--- config.mk ---
export PLATFORM = sky130hd
export DESIGN_NAME = jtvigil_sndcmd
export DESIGN_NICKNAME = d
export VERILOG_FILES = /design/src/rtl/jtvigil_sndcmd.sv
export SDC_FILE = /design/constraint.sdc
export NUM_CORES = 1
export LEC_CHECK = 0
export CAP_MARGIN = 20
export CORE_MARGIN = 2
export CORE_UTILIZATION = 50
export CTS_CLUSTER_DIAMETER = 50
export DETAILED_ROUTE_END_ITERATION = 6
export GPL_TIMING_DRIVEN = 0
export MAX_ROUTING_LAYER = met4
export PLACE_DENSITY = 0.72
export SYNTH_ARGS = -nofsm -noshare
export SYNTH_HDL_FRONTEND = slang
export SYNTH_SLANG_ARGS = --single-unit
--- constraint.sdc ---
create_clock -name clk -period 5.75 [get_ports clk]
set_clock_uncertainty 0.1 [all_clocks]
set_input_delay 0.575 -clock clk [delete_from_list [all_inputs] [get_ports clk]]
set_output_delay 0.575 -clock clk [all_outputs]
set_load 0.1 [all_outputs]
--- src/rtl/jtvigil_sndcmd.sv ---
`timescale 1ns/1ps
// jtvigil_sndcmd
// Main-CPU-side sound command queue. Command bytes from the main CPU are
// buffered in a small circular FIFO and handed to the sound latch one at a
// time; the next byte is withheld until the sound CPU acknowledges the
// previous one or the acknowledge timeout expires.
module jtvigil_sndcmd #(
  parameter int unsigned AW   = 2,
  parameter logic [15:0] TOUT = 16'd4096
) (
  input  logic          clk,
  input  logic          rst,
  input  logic          main_wr,
  input  logic [7:0]    main_din,
  input  logic          flush,
  input  logic          snd_ack,
  output logic [7:0]    latch_dout,
  output logic          latch_wr,
  output logic          pending,
  output logic          empty,
  output logic          full,
  output logic [AW:0]   level,
  output logic          ovf
);

  localparam int unsigned DEPTH    = 1 << AW;
  localparam logic [AW:0] FULL_CNT = (AW+1)'(DEPTH);
  localparam logic [15:0] TLAST    = TOUT - 16'd1;

  typedef enum logic [1:0] {
    ST_IDLE,
    ST_SEND,
    ST_WAIT
  } state_t;

  state_t         state, state_nxt;

  logic [7:0]     mem [DEPTH];
  logic [AW-1:0]  wr_ptr, rd_ptr;
  logic [AW:0]    cnt;
  logic [15:0]    tcnt;
  logic           pop, push, drop, tout_hit;

  // Timeout fires on the last WAIT cycle; TOUT of zero never fires.
  always_comb tout_hit = (TOUT != 16'd0) && (tcnt == TLAST);

  // Next-state and pop decision for the delivery FSM; flush wins over all.
  always_comb begin
    state_nxt = state;
    pop       = 1'b0;
    case (state)
      ST_IDLE: begin
        if (cnt != '0) begin
          pop       = 1'b1;
          state_nxt = ST_SEND;
        end
      end
      ST_SEND: state_nxt = ST_WAIT;
      ST_WAIT: begin
        if (snd_ack || tout_hit) state_nxt = ST_IDLE;
      end
      default: state_nxt = ST_IDLE;
    endcase
    if (flush) begin
      state_nxt = ST_IDLE;
      pop       = 1'b0;
    end
  end

  // A write into a full FIFO is still accepted when the head leaves on the
  // same edge, because the slot being written is the one being read out.
  always_comb begin
    push = main_wr && !flush && (!full || pop);
    drop = main_wr && !flush && full && !pop;
  end

  // Delivery FSM state register.
  always_ff @(posedge clk) begin
    if (rst) state <= ST_IDLE;
    else     state <= state_nxt;
  end

  // FIFO pointers, occupancy count and sticky overflow flag.
  always_ff @(posedge clk) begin
    if (rst || flush) begin
      wr_ptr <= '0;
      rd_ptr <= '0;
      cnt    <= '0;
      ovf    <= 1'b0;
    end else begin
      if (push) wr_ptr <= wr_ptr + 1'b1;
      if (pop)  rd_ptr <= rd_ptr + 1'b1;
      case ({push, pop})
        2'b10:   cnt <= cnt + 1'b1;
        2'b01:   cnt <= cnt - 1'b1;
        default: cnt <= cnt;
      endcase
      if (drop) ovf <= 1'b1;
    end
  end

  // FIFO storage; contents need no reset since the count gates every read.
  always_ff @(posedge clk) begin
    if (!rst && push) mem[wr_ptr] <= main_din;
  end

  // Output latch captures the head byte on the pop edge and holds it.
  always_ff @(posedge clk) begin
    if (rst)      latch_dout <= '0;
    else if (pop) latch_dout <= mem[rd_ptr];
  end

  // Acknowledge timeout counter, zero everywhere outside WAIT.
  always_ff @(posedge clk) begin
    if (rst)                  tcnt <= '0;
    else if (state == ST_WAIT) tcnt <= tcnt + 16'd1;
    else                      tcnt <= '0;
  end

  // Outputs come straight from registers only.
  always_comb begin
    latch_wr = (state == ST_SEND);
    pending  = (state != ST_IDLE);
    empty    = (cnt == '0);
    full     = (cnt == FULL_CNT);
    level    = cnt;
  end

endmodule

==> results of run 1 <==
worst paths after layout:
check,from,end,slack [ps],cells past startpoint
worst min register to register,latch_dout[2],latch_dout[2],350,2
worst max-delay path,level[2],full,2670,3
worst min-delay path,latch_dout[2],latch_dout[2],350,2
worst max register to register,state[1],level[2],3360,7
report_power, final:
part	switching, mW	internal [mW]
sequential	0.00270	0.497
combinational	0.0388	0.0216
clock	0.164	0.241
state kept, by name (all words and copies together) (netlist names):
name and count:
state 2, latch_dout 8, mem 32, rd_ptr 2, wr_ptr 2, tcnt 16
level 3, ovf 1
Yosys cell counts, types with 4 or more instances:
cell type and instances:
nor2_1 30, dfxtp_1 34, edfxtp_1 32, and2_1 4, ha_1 5, nand3_1 7, a21oi_1 11, inv_1 12
mux4_2 8, nor4_1 4, xnor2_1 12, nand2_1 22, nor3_1 4
worst max-delay path, cell delays in order, from the launching register on:
cell	delay, ps
dfxtp_1	410
or3b_1	430
inv_1	90
clkdlybuf4s50_1	1130
cell type report:
cell class / instances / area (µm²)
plain buffers: 7 / 30.0
clock buffers: 10 / 128
clock inverters: 6 / 81.3
fillers: 422 / 1900
inverters: 13 / 48.8
multi-input cells: 143 / 1010
flip-flops and latches: 66 / 1640
well taps: 70 / 87.6
repair buffers: 28 / 280
logic make-up after synthesis:
family | Yosys count
fa+ha+maj | 6
simple gates | 92
compound gates | 19
flops | 66
mux | 12
xor+xnor | 14
buf+inv | 20
routing by layer:
metal  part of all wire [%]  GRT usage (%)  vias to the layer above  routed length, µm
li1                       -              -                      881                  -
met1                     47           21.7                      824               2140
met2                     46           26.6                       30               2100
met3                    4.4           6.51                        7                200
met4                    1.7           6.84                        0                 76
met5                      0              -                        -                  0
stage by stage:
step | total power, mW | cell area (µm²) | std cells | worst slack, ps
final | 0.966 | 3310 | 343 | 2670
after global routing | 1.00 | 3310 | 343 | 2580
after CTS | 0.977 | 3310 | 343 | 2640
after detailed placement | 0.571 | 3100 | 327 | 2660
after global placement | 0.570 | 3100 | 327 | 2690
after floorplan | 0.550 | 2730 | 229 | 2220
cell usage in the layout (no fill, tap or decap), types with 2 or more instances in the layout:
cell type,n
ha_1,5
mux2i_1,2
or2_2,2
or3_4,2
nand4_1,3
buf_2,3
and2_1,4
dfxtp_1,34
nor3_1,4
nor4_1,4
nand2_1,22
a21oi_1,11
clkbuf_8,9
clkbuf_1,4
xor2_1,2
inv_1,12
nand3_1,7
nor2_1,30
bufinv_16,2
xnor2_1,12
nor2_2,2
or3_1,2
mux4_2,8
clkdlybuf4s50_1,28
clkinv_2,2
edfxtp_1,32
==> Implementation_results.wiki, run 1 <==
{| class="wikitable"
! Metric !! Value
|-
| Routed via count divided by cell count || 5.08
|-
| Largest net degree at the start of global routing || 12
|-
| TritonCTS buffer count || 9
|-
| Xor/xnor cell area share of the yosys netlist || under 10%
|-
| H-tree level count || 3
|-
| Netlist area before placement || 2730 µm²
|-
| WP data arrival || about 2400 ps
|-
| Portion of the post-synthesis area used by sequential elements || approximately 60%
|-
| Total track usage || 17.6%
|-
| Routed wire per std cell || 13.2 µm
|-
| Core utilization of the finished layout || 63.6%
|-
| Synth Instances || 229
|-
| Clock latency reported for the late side of the worst-skew pair || 330 ps
|-
| Global-route wire length before repair || approximately 8000 µm
|-
| Cell types with the largest area share after synthesis || edfxtp_1 35%, dfxtp_1 25%, mux4_2 6.6%, nor2_1 4.1%, xnor2_1 3.8%
|-
| Core area || 5200 µm²
|-
| Synthesized flop and latch total || 66
|-
| Maximum Capacitance Violations || 0
|-
| Largest fanout of any net on the critical path || 5
|-
| Category of the worst setup path capture point || output port
|-
| Placed wire-length estimate || 3190 µm
|-
| Setup TNS || 0 ps
|-
| Fraction of the mapped netlist area in simple logic gates || 16.9%
|-
| Crit path time final || between 3000 and 4000 ps
|-
| Clock buffer depth || 2
|-
| Final count of negative-setup-slack endpoints || 0
|-
| Top-area cell type share of the netlist area || 35.2%
|-
| TritonCTS clock tree || yes
|-
| Run status || finished, final reports clean
|-
| Residual DRC count || 0
|-
| Via count of the first global-routing pass || 1671
|-
| Buffers on Ports || 28
|-
| Primary flip-flop cell chosen by synthesis mapping || dfxtp_1
|-
| Ports placed on the boundary || 29
|-
| Final hold violations || 0
|-
| RSZ-0062 raised after global routing || no
|-
| Startpoint-to-endpoint class of the critical path || flop to output port
|-
| Initial core utilization || 52.5%
|-
| Total gr overflow || 0
|-
| Fin crit share || a little over half
|-
| Final-layout worst hold slack || between 300 and 400 ps
|-
| Routability congestion estimate from global placement || 0.787
|-
| Starting DRC count in detailed routing || 96
|-
| Slew Viols, Final || 0
|-
| Area added between synthesis and finish || 21.1%
|-
| Compound-cell area share of the yosys netlist || 4.35%
|-
| Peak supply drop || 0.000164 V
|-
| Highest achievable clock rate || 0.325 GHz
|-
| Vias after detailed routing || approximately 1700
|-
| Number of enable flip-flop cells after synthesis || 32
|-
| Antenna violations before repair || 0
|-
| Largest family of logic cells by synthesized area || simple AND/OR/NAND/NOR gates
|-
| Tightest Hold Check Type || flop to flop
|-
| Clock-pin slew reported for the worst setup and hold paths after clock tree synthesis || 70 ps
|-
| Areal power density over the cells || 292 nW/µm²
|-
| Post-Synthesis Net Count || ~250
|-
| Count of clock tree sinks || 66
|-
| Clock Root Buffer || clkbuf_8
|-
| Number of detailed-route iterations in the first pass || 4
|-
| Number of diodes || 0
|-
| Static leakage || between 1 and 1.5 nW
|-
| Cell variety after synth || 45
|-
| Max-slew headroom at the worst pin || 35.4%
|-
| Height of the chip || 77.9 µm
|-
| Number of buffers inserted by post-CTS setup repair || 0
|-
| Cell taking the most area after synthesis || edfxtp_1
|-
| Num rows || 26
|-
| Number of warnings reported in the yosys synthesis log || 0
|-
| Share of layout cells above drive strength 1 || 14.7%
|-
| Horiz. Die Dim || 77.9 µm
|-
| Antenna-violating nets left || 0
|-
| Total number of nets in the final design || 287
|-
| Pin slew with the least headroom to its limit || 965 ps
|-
| WL final || 4520 µm
|-
| # hold bufs at CTS || 0
|-
| Post-synthesis average cell area || 11.9 µm²
|-
| Required time worst endpoint || between 5000 and 6000 ps
|-
| Synth Area in Adders || under 10%
|-
| Die footprint || 6070 µm²
|-
| Number of gates resized after CTS || 0
|-
| Synth async-reset ratio || 0%
|-
| Type of element launching the critical path || flop
|-
| Post-synthesis mux area share || 8.29%
|}
Power figures use the tool's default switching activity.
==> run 2: changes to the inputs <==
clock period = 3 ns   (was 5.75 ns; I/O delays follow)
==> run 2 against run 1 <==
Non-clock buffer count unchanged. Critical path depth did not move. First-iteration DRC count down 4.2%. Clock power grew 98%. Design area is 0.57% higher. Final cell count stayed put. Critical path type unchanged. Critical endpoint unchanged. Largest power group unchanged.
==> Implementation_results.wiki, run 2 (same netlist as run 1, synthesis figures left out) <==
{| class="wikitable"
! Metric !! Value
|-
| Antenna-violating nets left || 0
|-
| RSZ-0062 raised after global routing || no
|-
| Post-layout instance count excluding filler cells || 343
|-
| Residual DRC count || 0
|-
| Placed wire-length estimate || 3180 µm
|-
| Internal power || 1.46 mW
|-
| Largest net degree at the start of global routing || 13
|-
| Die footprint || 6070 µm²
|-
| Met3 Usage GRT || under 10%
|-
| Slew Viols, Final || 0
|-
| TritonCTS clock tree || yes
|-
| Clock-pin slew reported for the worst setup and hold paths after clock tree synthesis || roughly 70 ps
|-
| Startpoint-to-endpoint class of the critical path || flop to output port
|-
| Via count of the first global-routing pass || approximately 1700
|-
| Number of gates resized after CTS || 0
|-
| Clock buffer depth || 2
|-
| Routed via count divided by cell count || 5.03
|-
| FF-to-FF End || level[2]
|-
| WL final || 4610 µm
|-
| Setup TNS || 0 ps
|-
| Total gr overflow || 0
|-
| Reg-to-reg critical path startpoint || state[1]
|-
| Slowest CP cell || clkdlybuf4s50_1
|-
| Fin crit share || 92.6%
|-
| Slowest cell delay on critical path || 1130 ps
|-
| FILL cells || roughly 400
|-
| Final hold violations || 0
|-
| Worst Hold Path EP || latch_dout[5]
|-
| Power consumption || 1.88 mW
|-
| Placed instance count || 327
|-
| Routed wire per std cell || 13.4 µm
|-
| Highest achievable clock rate || between 0.3 and 0.4 GHz
|-
| Antenna violations before repair || 0
|-
| Category of the worst setup path capture point || output port
|-
| Tightest Hold Check Type || flop to flop
|-
| Crit path time final || ~2800 ps
|-
| Clock Root Buffer || clkbuf_8
|-
| Buffers on Ports || 28
|-
| Initial core utilization || between 50% and 60%
|-
| Num rows || 26
|-
| Run status || finished, final reports clean
|-
| Met1 capacity usage during global routing || 22.9%
|-
| Largest fanout of any net on the critical path || 5
|-
| Pre-CTS setup slack || between 200 and 250 ps
|-
| # hold bufs at CTS || 0
|-
| Met2 Track Usage GR || 25.9%
|-
| Ports placed on the boundary || 29
|-
| Global-route wire length before repair || 7960 µm
|-
| Type of element launching the critical path || flop
|-
| Pin slew with the least headroom to its limit || 979 ps
|-
| Crit-path leading delay family || buffers and inverters
|-
| Peak supply drop || 0.000343 V
|-
| Clock latency reported for the late side of the worst-skew pair || 340 ps
|-
| Biggest registers after layout || mem x32, tcnt x16, latch_dout x8
|-
| Reg power frac || 51.1%
|-
| Required time worst endpoint || 2600 ps
|-
| Total track usage || 18.0%
|-
| Height of the chip || slightly below 80 µm
|-
| Power dissipated by switching net loads || 0.417 mW
|-
| Worst hold stages || 2
|-
| Number of detailed-route iterations in the first pass || 5
|-
| Static leakage || 1.06 nW
|-
| Final count of negative-setup-slack endpoints || 0
|-
| Buffers plus inverters on the worst setup path || 2
|-
| TritonCTS buffer count || 9
|-
| Part of the power in the clock network || 42.7%
|-
| Routing layer with the top usage in global route || met2
|-
| Number of buffers inserted by post-CTS setup repair || 0
|-
| R2R Setup Slk || around 620 ps
|-
| Maximum Capacitance Violations || 0
|-
| Area added between synthesis and finish || 21.8%
|-
| Total number of nets in the final design || 287
|-
| Routability congestion estimate from global placement || 0.761
|-
| Vias after detailed routing || ~1700
|-
| Cells on worst reg2reg path || 7
|-
| Max-slew headroom at the worst pin || 34.6%
|-
| Register name with the most flops || mem
|-
| Switching fraction of total power || between 20% and 30%
|-
| Horiz. Die Dim || 77.9 µm
|-
| Areal power density over the cells || 564 nW/µm²
|-
| Count of clock tree sinks || 66
|-
| Number of diodes || 0
|-
| Starting DRC count in detailed routing || 92
|-
| WP data arrival || 2380 ps
|-
| Proportion of power drawn by combinational gates || 6.2%
|-
| Core area || 5200 µm²
|-
| Final setup slack of the worst path || 222 ps
|-
| Crit-path cells || or3b_1, inv_1, clkdlybuf4s50_1
|-
| Most frequent cells in the layout || 32 x edfxtp_1, 31 x dfxtp_1, 30 x nor2_1, 28 x clkdlybuf4s50_1, 22 x nand2_1
|-
| Core utilization of the finished layout || 63.9%
|-
| Share of layout cells above drive strength 1 || 16.1%
|-
| H-tree level count || 3
|-
| Startpoint of the worst hold path || latch_dout[5]
|-
| Leading cell type in the layout, fill and taps excluded || edfxtp_1
|-
| Max FFs per register || 32
|}
run 2: worst max-delay path by stage:
| stage | to | slack [ps] | from | cells past startpoint |
|---|---|---|---|---|
| 2_1_floorplan | level[2] | 230 | level[2] | 6 |
| 3_3_place_gp | level[2] | 220 | flush | 8 |
| 3_5_place_dp | level[2] | 220 | flush | 8 |
| 4_1_cts | full | 200 | level[2] | 3 |
| 5_1_grt | full | 140 | level[2] | 3 |
| 6_report | full | 220 | level[2] | 3 |
run 2: metrics by stage:
| step | hold slack [ps] | area (µm²) |
|---|---|---|
| finish | 355 | 3330 |
| global route | 371 | 3330 |
| CTS | 357 | 3330 |
| floorplan | 299 | 2740 |
| global placement | 344 | 3110 |
| detailed placement | 347 | 3110 |
run 2: per-layer routing:
layer  vias to the layer above  part of all wire, %
li1                        888                    -
met1                       792                   49
met2                        35                   45
met3                        10                  3.9
met4                         0                  2.2
met5                         -                    0
run 2: power groups by stage:
| stage | logic [mW] | clock network (mW) | registers [mW] |
|---|---|---|---|
| CTS | 0.117 | 0.820 | 0.959 |
| global route | 0.125 | 0.858 | 0.959 |
| floorplan | 0.0510 | 0 | 1.00 |
| global placement | 0.116 | 0 | 0.978 |
| detailed placement | 0.117 | 0 | 0.979 |
| finish | 0.116 | 0.802 | 0.959 |
run 2: worst reg2reg max path, stage by stage (launching register included):
cell	delay (ps)
dfxtp_1	350
or3_4	420
or3_4	350
fa_1	410
nor2b_1	160
nand2_1	90
a32o_1	240
o21a_1	160
run 2: area by class of cell:
type,instances,area [µm²],share of cell area (%)
tap,70,87.6,2.63
clock buffer,9,124,3.72
buffer,7,30.0,0.902
clock inverter,7,93.8,2.82
inverter,13,48.8,1.47
timing repair buffer,28,280,8.42
sequential,66,1650,49.4
multi-input combinational,143,1020,30.6
